`config.mk`:
```
export PLATFORM = sky130hd
export DESIGN_NAME = tis_link_flat
export DESIGN_NICKNAME = d
export VERILOG_FILES = /design/src/rtl/tis_link_pkg.sv /design/src/rtl/dir_port.sv /design/src/rtl/link_lane.sv /design/src/rtl/tis_link.sv /design/src/flat_wrapper.sv
export SDC_FILE = /design/constraint.sdc
export NUM_CORES = 1
export LEC_CHECK = 0
export BUFFER_PORTS_ARGS = -buffer_cell sky130_fd_sc_hd__buf_2
export CAP_MARGIN = 20
export CORE_ASPECT_RATIO = 1.1
export CORE_MARGIN = 3
export CORE_UTILIZATION = 30
export CTS_CLUSTER_SIZE = 14
export DETAILED_ROUTE_END_ITERATION = 10
export PLACE_DENSITY = 0.57
export SETUP_SLACK_MARGIN = 0.3
export SLEW_MARGIN = 15
export SYNTH_ARGS = -nofsm -noshare
export SYNTH_HDL_FRONTEND = slang
export SYNTH_HIERARCHICAL = 1
export SYNTH_SLANG_ARGS = --single-unit
```
`constraint.sdc`:
```
create_clock -name CLK -period 3.5 [get_ports CLK]
set_clock_uncertainty 0.1 [all_clocks]
set_input_delay 0.175 -clock CLK [delete_from_list [all_inputs] [get_ports CLK]]
set_output_delay 0.175 -clock CLK [all_outputs]
set_load 0.005 [all_outputs]
```
`src/rtl/tis_link_pkg.sv`:
```
// Shared types for the inter-node link: lane state encoding, word type and counter width.
package tis_link_pkg;

  localparam int WORD_W     = 11;
  localparam int LINK_CNT_W = 16;

  typedef logic [WORD_W-1:0] word_t;

  typedef enum logic [1:0] {
    EMPTY = 2'd0,
    FULL  = 2'd1,
    DONE  = 2'd2
  } link_state_t;

  // Increment that sticks at all-ones instead of wrapping.
  function automatic logic [LINK_CNT_W-1:0] sat_inc(input logic [LINK_CNT_W-1:0] v);
    return (v == {LINK_CNT_W{1'b1}}) ? v : v + 1'b1;
  endfunction

endpackage

```
`src/rtl/dir_port.sv`:
```
// One direction port between a node and a link; node drives writes/acks, link drives reads/write-acks.
interface dir_port #(
  parameter int WORD_W = 11
);
  logic              wen;
  logic [WORD_W-1:0] wdata;
  logic              rack;
  logic              ren;
  logic [WORD_W-1:0] rdata;
  logic              wack;

  modport node (output wen, output wdata, output rack,
                input  ren, input  rdata, input  wack);
  modport link (input  wen, input  wdata, input  rack,
                output ren, output rdata, output wack);
endinterface

```
`src/rtl/link_lane.sv`:
```
// One direction of the link: single-word holding register with blocking-write handshake.
// Optional stall/transfer counters are built when TIS_LINK_STATS_EN is defined.
module link_lane
  import tis_link_pkg::*;
#(
  parameter int WORD_W = 11
) (
  input  logic                  clk_i,
  input  logic                  srst_i,
  input  logic                  wen_i,
  input  logic [WORD_W-1:0]     wdata_i,
  input  logic                  rack_i,
  output logic                  ren_o,
  output logic [WORD_W-1:0]     rdata_o,
  output logic                  wack_o
`ifdef TIS_LINK_STATS_EN
  ,
  output logic [LINK_CNT_W-1:0] stall_o,
  output logic [LINK_CNT_W-1:0] xfer_o
`endif
);

  link_state_t       state_q;
  logic [WORD_W-1:0] buf_q;
  logic              ren_q;
  logic              wack_q;

  // buf_q is cleared on leaving FULL so it doubles as the zero-when-idle rdata.
  always_ff @(posedge clk_i) begin
    if (srst_i) begin
      state_q <= EMPTY;
      buf_q   <= '0;
      ren_q   <= 1'b0;
      wack_q  <= 1'b0;
    end else begin
      unique case (state_q)
        EMPTY: begin
          if (wen_i) begin
            state_q <= FULL;
            buf_q   <= wdata_i;
            ren_q   <= 1'b1;
          end
        end
        FULL: begin
          if (rack_i) begin
            state_q <= DONE;
            buf_q   <= '0;
            ren_q   <= 1'b0;
            wack_q  <= 1'b1;
          end
        end
        DONE: begin
          state_q <= EMPTY;
          wack_q  <= 1'b0;
        end
        default: begin
          state_q <= EMPTY;
          buf_q   <= '0;
          ren_q   <= 1'b0;
          wack_q  <= 1'b0;
        end
      endcase
    end
  end

  assign ren_o   = ren_q;
  assign rdata_o = buf_q;
  assign wack_o  = wack_q;

`ifdef TIS_LINK_STATS_EN
  logic [LINK_CNT_W-1:0] stall_q;
  logic [LINK_CNT_W-1:0] xfer_q;

  always_ff @(posedge clk_i) begin
    if (srst_i) begin
      stall_q <= '0;
      xfer_q  <= '0;
    end else if (state_q == FULL) begin
      if (rack_i) xfer_q  <= sat_inc(xfer_q);
      else        stall_q <= sat_inc(stall_q);
    end
  end

  assign stall_o = stall_q;
  assign xfer_o  = xfer_q;
`endif

endmodule

```
`src/rtl/tis_link.sv`:
```
// Point-to-point channel between two node direction ports: two independent lanes (A->B, B->A).
// Define TIS_LINK_STATS_EN to add per-lane stall and transfer counters.
module tis_link
  import tis_link_pkg::*;
#(
  parameter int WORD_W = tis_link_pkg::WORD_W
) (
  input  logic                  CLK,
  input  logic                  RST,
  dir_port.link                 a,
  dir_port.link                 b
`ifdef TIS_LINK_STATS_EN
  ,
  output logic [LINK_CNT_W-1:0] stall_ab,
  output logic [LINK_CNT_W-1:0] stall_ba,
  output logic [LINK_CNT_W-1:0] xfer_ab,
  output logic [LINK_CNT_W-1:0] xfer_ba
`endif
);

  // A writes, B reads.
  link_lane #(.WORD_W(WORD_W)) u_lane_ab (
    .clk_i   (CLK),
    .srst_i  (RST),
    .wen_i   (a.wen),
    .wdata_i (a.wdata),
    .rack_i  (b.rack),
    .ren_o   (b.ren),
    .rdata_o (b.rdata),
    .wack_o  (a.wack)
`ifdef TIS_LINK_STATS_EN
    ,
    .stall_o (stall_ab),
    .xfer_o  (xfer_ab)
`endif
  );

  // B writes, A reads.
  link_lane #(.WORD_W(WORD_W)) u_lane_ba (
    .clk_i   (CLK),
    .srst_i  (RST),
    .wen_i   (b.wen),
    .wdata_i (b.wdata),
    .rack_i  (a.rack),
    .ren_o   (a.ren),
    .rdata_o (a.rdata),
    .wack_o  (b.wack)
`ifdef TIS_LINK_STATS_EN
    ,
    .stall_o (stall_ba),
    .xfer_o  (xfer_ba)
`endif
  );

endmodule

```
`src/flat_wrapper.sv`:
```
// flat-port wrapper written by rule: the top's interface ports become plain ports
module tis_link_flat import tis_link_pkg::*;
#(
  parameter int WORD_W = tis_link_pkg::WORD_W
)
  (CLK, RST, a_wen, a_wdata, a_rack, a_ren, a_rdata, a_wack, b_wen, b_wdata, b_rack, b_ren, b_rdata, b_wack);
  dir_port #(.WORD_W(WORD_W)) a_i ();
  dir_port #(.WORD_W(WORD_W)) b_i ();
  input  logic CLK;
  input  logic RST;
  input wire logic [$bits(a_i.wen)-1:0] a_wen;
  input wire logic [$bits(a_i.wdata)-1:0] a_wdata;
  input wire logic [$bits(a_i.rack)-1:0] a_rack;
  output wire logic [$bits(a_i.ren)-1:0] a_ren;
  output wire logic [$bits(a_i.rdata)-1:0] a_rdata;
  output wire logic [$bits(a_i.wack)-1:0] a_wack;
  input wire logic [$bits(b_i.wen)-1:0] b_wen;
  input wire logic [$bits(b_i.wdata)-1:0] b_wdata;
  input wire logic [$bits(b_i.rack)-1:0] b_rack;
  output wire logic [$bits(b_i.ren)-1:0] b_ren;
  output wire logic [$bits(b_i.rdata)-1:0] b_rdata;
  output wire logic [$bits(b_i.wack)-1:0] b_wack;
  assign a_i.wen = a_wen;
  assign a_i.wdata = a_wdata;
  assign a_i.rack = a_rack;
  assign a_ren = a_i.ren;
  assign a_rdata = a_i.rdata;
  assign a_wack = a_i.wack;
  assign b_i.wen = b_wen;
  assign b_i.wdata = b_wdata;
  assign b_i.rack = b_rack;
  assign b_ren = b_i.ren;
  assign b_rdata = b_i.rdata;
  assign b_wack = b_i.wack;
  tis_link #(.WORD_W(WORD_W)) u_core (.CLK(CLK), .RST(RST), .a(a_i), .b(b_i));
endmodule
```
### After elaboration in Yosys (flattened, before gate mapping)

Cells that the tools add are included.

* flip-flop bits (word level): 30
* input bits: 28
* output and inout port bits: 26
* word-level logic and storage cells: 50

* reductions and logical operators: 8
* bitwise logic cells: 4
* muxes and demuxes: 22
* equal/unequal tests: 8

Operators by type and width (count)
* one-hot mux 11 bit (3 select lines): 2
* two-way mux 11 bit: 4
* two-way mux 2 bit: 4
* inequality test 2 bit, second input constant: 4
* one-hot mux 2 bit (2 select lines): 2
* AND reduction 2 bit: 4
* two-way mux 1 bit: 6
* one-hot mux 1 bit (3 select lines): 2
* AND reduction 3 bit: 2
* == test 2 x 1 -> 1 bit, second input constant: 2
* == test 2 bit, second input constant: 2
* zero test 2 bit: 2
* inverter 1 bit: 4
* one-hot mux 1 bit (2 select lines): 2

### Longest topological paths before layout

* word-level depth: 3
* depth in mapped cells: 4
* depth with buffers taken out: 3

### Hierarchy

The synthesis kept the hierarchy.

Modules (own cells, without submodules)
* link_lane: area an instance 509.2 um^2, seq. area each 300.3 um^2, cells each 43, instances 2

### Worst setup path before layout

No wires, ideal clock.

* path type: register to register
* start: register u_core.u_lane_ab.state_q[1]
* end: register u_core.u_lane_ab.buf_q[0], in the netlist u_core/u_lane_ab/rdata_o[0]
* path buffers: 1
* period minus slack after synthesis: 1.396 ns
* setup slack: 2.104 ns
* cell stages (with the launch flop): 5
* arrival time: 1.236 ns
* setup time: 0.060 ns
* cells stage by stage: dfxtp_1 -> or4b_1 -> o31ai_2 -> buf_6 -> a22o_1

* word-level cells in the longest chain between the ends: 3
* elaborated cells on any way between the ends: 8

Ends and longest elaborated chain
* start: declaration: line link_lane.sv:23 `link_state_t state_q;`
* start signal: assignment: line link_lane.sv:31 `state_q <= EMPTY;`
* start signal: assignment: line link_lane.sv:39 `state_q <= FULL;`
* start signal: assignment: line link_lane.sv:46 `state_q <= DONE;`
* == test 2 x 1 -> 1 bit, or another cell as far along: line link_lane.sv:36 `unique case (state_q)`
* inequality test 2 bit (no source line) / inverter 1 bit (equally long branches)
* AND reduction 3 bit (no source line)
* end signal: assignment: line link_lane.sv:40 `buf_q <= wdata_i;`
* end: declaration: line link_lane.sv:24 `logic [WORD_W-1:0] buf_q;`

Several ways; a longest one is shown, not always the timed one.
A chain may end at the register's enable or synchronous reset.

### Worst setup path after layout

* start: register u_core.u_lane_ab.state_q[1]
* end: register u_core.u_lane_ab.buf_q[3], in the netlist u_core/u_lane_ab/rdata_o[3]

The elaborated chain is that of the path after synthesis.

==> results.yml <==
setup_path:
  required_ns: 3.68
  crit_type: "reg -> reg"
  slowest_delay_ns: 0.65
  cp_num_buf_inv: 0
  worst-path-max-fanout: 11
  crit_family: "compound AO/OA/AOI/OAI gates"
  cp-start-kind: "flop"
  slowest_stage: "o31ai_2"
  cp.arrival_ns: 1.93
  critPathCaptureType: "flop"
  cp_cell_sequence: "and2b_2 > o31ai_2 > a22o_1"
global_route:
  antenna_found_initial: 0
  track_usage_pct: 12.51
  grt-ovfl-total: 0
  grt_pass1_wl_mm: 3.657
  grt_pass1_vias: 857
  grt_max_degree: 15
synthesis:
  yosysMostFrequentCell: "dfxtp_1"
  yosysWarnings: 6
  syn-num-nets: 114
  synthTopCellsByArea: "dfxtp_1 59%, a22o_1 17%, nor3_1 2.9%"
  postSynthAreaPerCell_um2: 11.84
  seq_area_frac_synth_pct: 58.97
  synth_top_area_share_pct: 58.97
  netlist_area_um2: 1018
  async_flop_share_pct: 0
  synth_edf_count: 0
  synth_area_leader_cell: "dfxtp_1"
  synthDistinctLibCells: 16
  synth_ff_type: "dfxtp_1"
  synth_cells: 86
  synth_common_cells: "30 x dfxtp_1, 20 x a22o_1, 6 x nor3_1"
  postSynthRegisterBits: 30
clocking:
  cts_setup_buffers: 0
  tritoncts: "yes"
  clkLatencyLatePin_ns: 0.32
  htreeDepth: 2
  cts_buffer_depth: 2
  cts.repair.resized: 0
  numCtsBuffers: 5
  root_buffer: "clkbuf_4"
  path_clk_slew_ns: 0.10
  numClockSinks: 30
status:
  outcome: "finished clean"
timing:
  totalNegativeSetupSlack_ns: 0
  fin_hold_ws_ns: 0.07372
  maxSlewHeadroom_pct: 46.79
  hold_violations: 0
  min_period_ns: 1.752
  fmax_mhz: 570.6
  finalSetupViolCount: 0
  finalMaxSlewViolations: 0
  grt_setup_unrepaired: "no"
  tightest_slew_ns: 0.7933
  period_share_pct: 50.07
die:
  io-pin-count: 54
  start_util_pct: 32.30
  num_rows: 21
  die-area_um2: 4131
  chipWidth_um: 61.56
  die_h_um: 67.11
  coreArea_um2: 3153
job:
  maxCapViolCount: 0
power:
  combPwrFrac_pct: 14.9
  p_switching_mw: 0.1753
  leakagePower_nw: 0.7701
  pwr-share-seq_pct: 54.1
  ir_drop_uv: 177.1
  p_sw_share_pct: 25.11
  p_per_area_nw_per_um2: 433.4
  p_clk_share_pct: 31.0
  intPower_mw: 0.5227
layout:
  area_growth_pct: 58.11
  n_fill_cell: 300
  drive_above_1_share_pct: 41.07
  nets: 195
  n_antenna_cell: 0
detailed_routing:
  ant_nets: 0
  vias: 955
  via_per_inst: 4.728
  routed_wl_mm: 2.516
  avgRoutedWirePerCell_um: 12.46
  drc_errors: 0
  first_iter_violations: 53
  firstDrtPassIters: 4
placed_design:
  io_buffers: 53
  gp_congestion: 0.7688
  place_hpwl_mm: 1.646
min_path:
  hold_class: "in -> reg"
[cells in the final DEF (no fill, tap or decap)]
cell,Yosys,layout
clkinvlp_4,0,1
a22o_1,20,20
o21bai_1,2,2
and2b_2,2,2
buf_2,0,54
nor3_1,6,5
or4b_1,2,2
nand2b_1,2,2
or2b_1,2,2
clkinv_2,0,1
a21oi_1,4,4
nor2_1,2,2
clkbuf_8,0,1
dfxtp_1,30,30
o31ai_2,2,2
nand2_1,4,4
clkbuf_4,0,5
a211oi_1,2,2
a22o_2,2,2
nor3_2,0,1
dlygate4sd3_1,0,24
[per-layer routing]
layer | global-route usage [%] | up-vias | share of wire [%]
li1 | - | 495 | -
met1 | 12.98 | 428 | 45
met2 | 20.16 | 30 | 46
met3 | 6.589 | 2 | 8.1
met4 | 6.366 | 0 | 0.76
met5 | 0 | - | 0
[final cells by class]
type | instances | area, µm² | share of cell area [%]
timing repair buffer | 78 | 510.5 | 31.70
clock buffer | 6 | 51.30 | 3.186
clock inverter | 2 | 12.51 | 0.7770
multi-input combinational | 52 | 392.9 | 24.40
tap | 34 | 42.54 | 2.642
sequential | 30 | 600.6 | 37.30
[worst min-delay path, stage by stage]
cell and delay (ns):
buf_2 0.11, nand2b_1 0.08, a211oi_1 0.08
[timing repair]
action	4_1_cts	5_1_grt
hold endpoints to repair	24	0
hold buffers	24	0
setup endpoints to repair	0	0
[kinds of logic after synthesis]
kind of cell           synth area share [%]
AO/OA/AOI/OAI                         26.53
buffers and inverters                 2.949
flip-flops                            58.97
AND/OR/NAND/NOR                       11.55
[state kept, by name, summed over array words and instances, names as in the netlist]
| signal | count |
|---|---|
| u_core/u_lane_ba/state_q | 2 |
| u_core/u_lane_ba/wack_o | 1 |
| u_core/u_lane_ba/rdata_o | 11 |
| u_core/u_lane_ab/rdata_o | 11 |
| u_core/u_lane_ab/ren_o | 1 |
| u_core/u_lane_ab/state_q | 2 |
| u_core/u_lane_ab/wack_o | 1 |
| u_core/u_lane_ba/ren_o | 1 |
[metrics by stage]
step | power (mW) | utilization, % | setup WS, ns | cell area, µm² | instances
after global routing | 0.7411 | 51.07 | 1.561 | 1610 | 202
after detailed placement | 0.4675 | 41.11 | 1.682 | 1296 | 169
after floorplan | 0.4271 | - | 2.104 | 1018 | 86
after global placement | 0.4665 | 41.11 | 1.683 | 1296 | 169
after CTS | 0.7066 | 50.75 | 1.669 | 1600 | 201
final | 0.6980 | 51.07 | 1.748 | 1610 | 202
[final timing paths]
kind / start / end / slack (ns) / depth (start not counted)
worst max register to register: u_core/u_lane_ab/state_q[1] / u_core/u_lane_ab/rdata_o[3] / 1.75 / 3
worst max-delay path: u_core/u_lane_ab/state_q[1] / u_core/u_lane_ab/rdata_o[3] / 1.75 / 3
worst min register to register: u_core/u_lane_ab/ren_o / u_core/u_lane_ab/ren_o / 0.37 / 2
worst min-delay path: a_wen / u_core/u_lane_ab/state_q[0] / 0.07 / 3
[power groups by stage]
stage | clock network, mW | logic (mW) | registers, mW
floorplan | 0 | 0.0404 | 0.387
global placement | 0 | 0.0815 | 0.385
detailed placement | 0 | 0.0821 | 0.385
CTS | 0.226 | 0.103 | 0.377
global route | 0.245 | 0.115 | 0.381
finish | 0.217 | 0.104 | 0.378
Note: power is estimated with default switching activity, not from simulation.
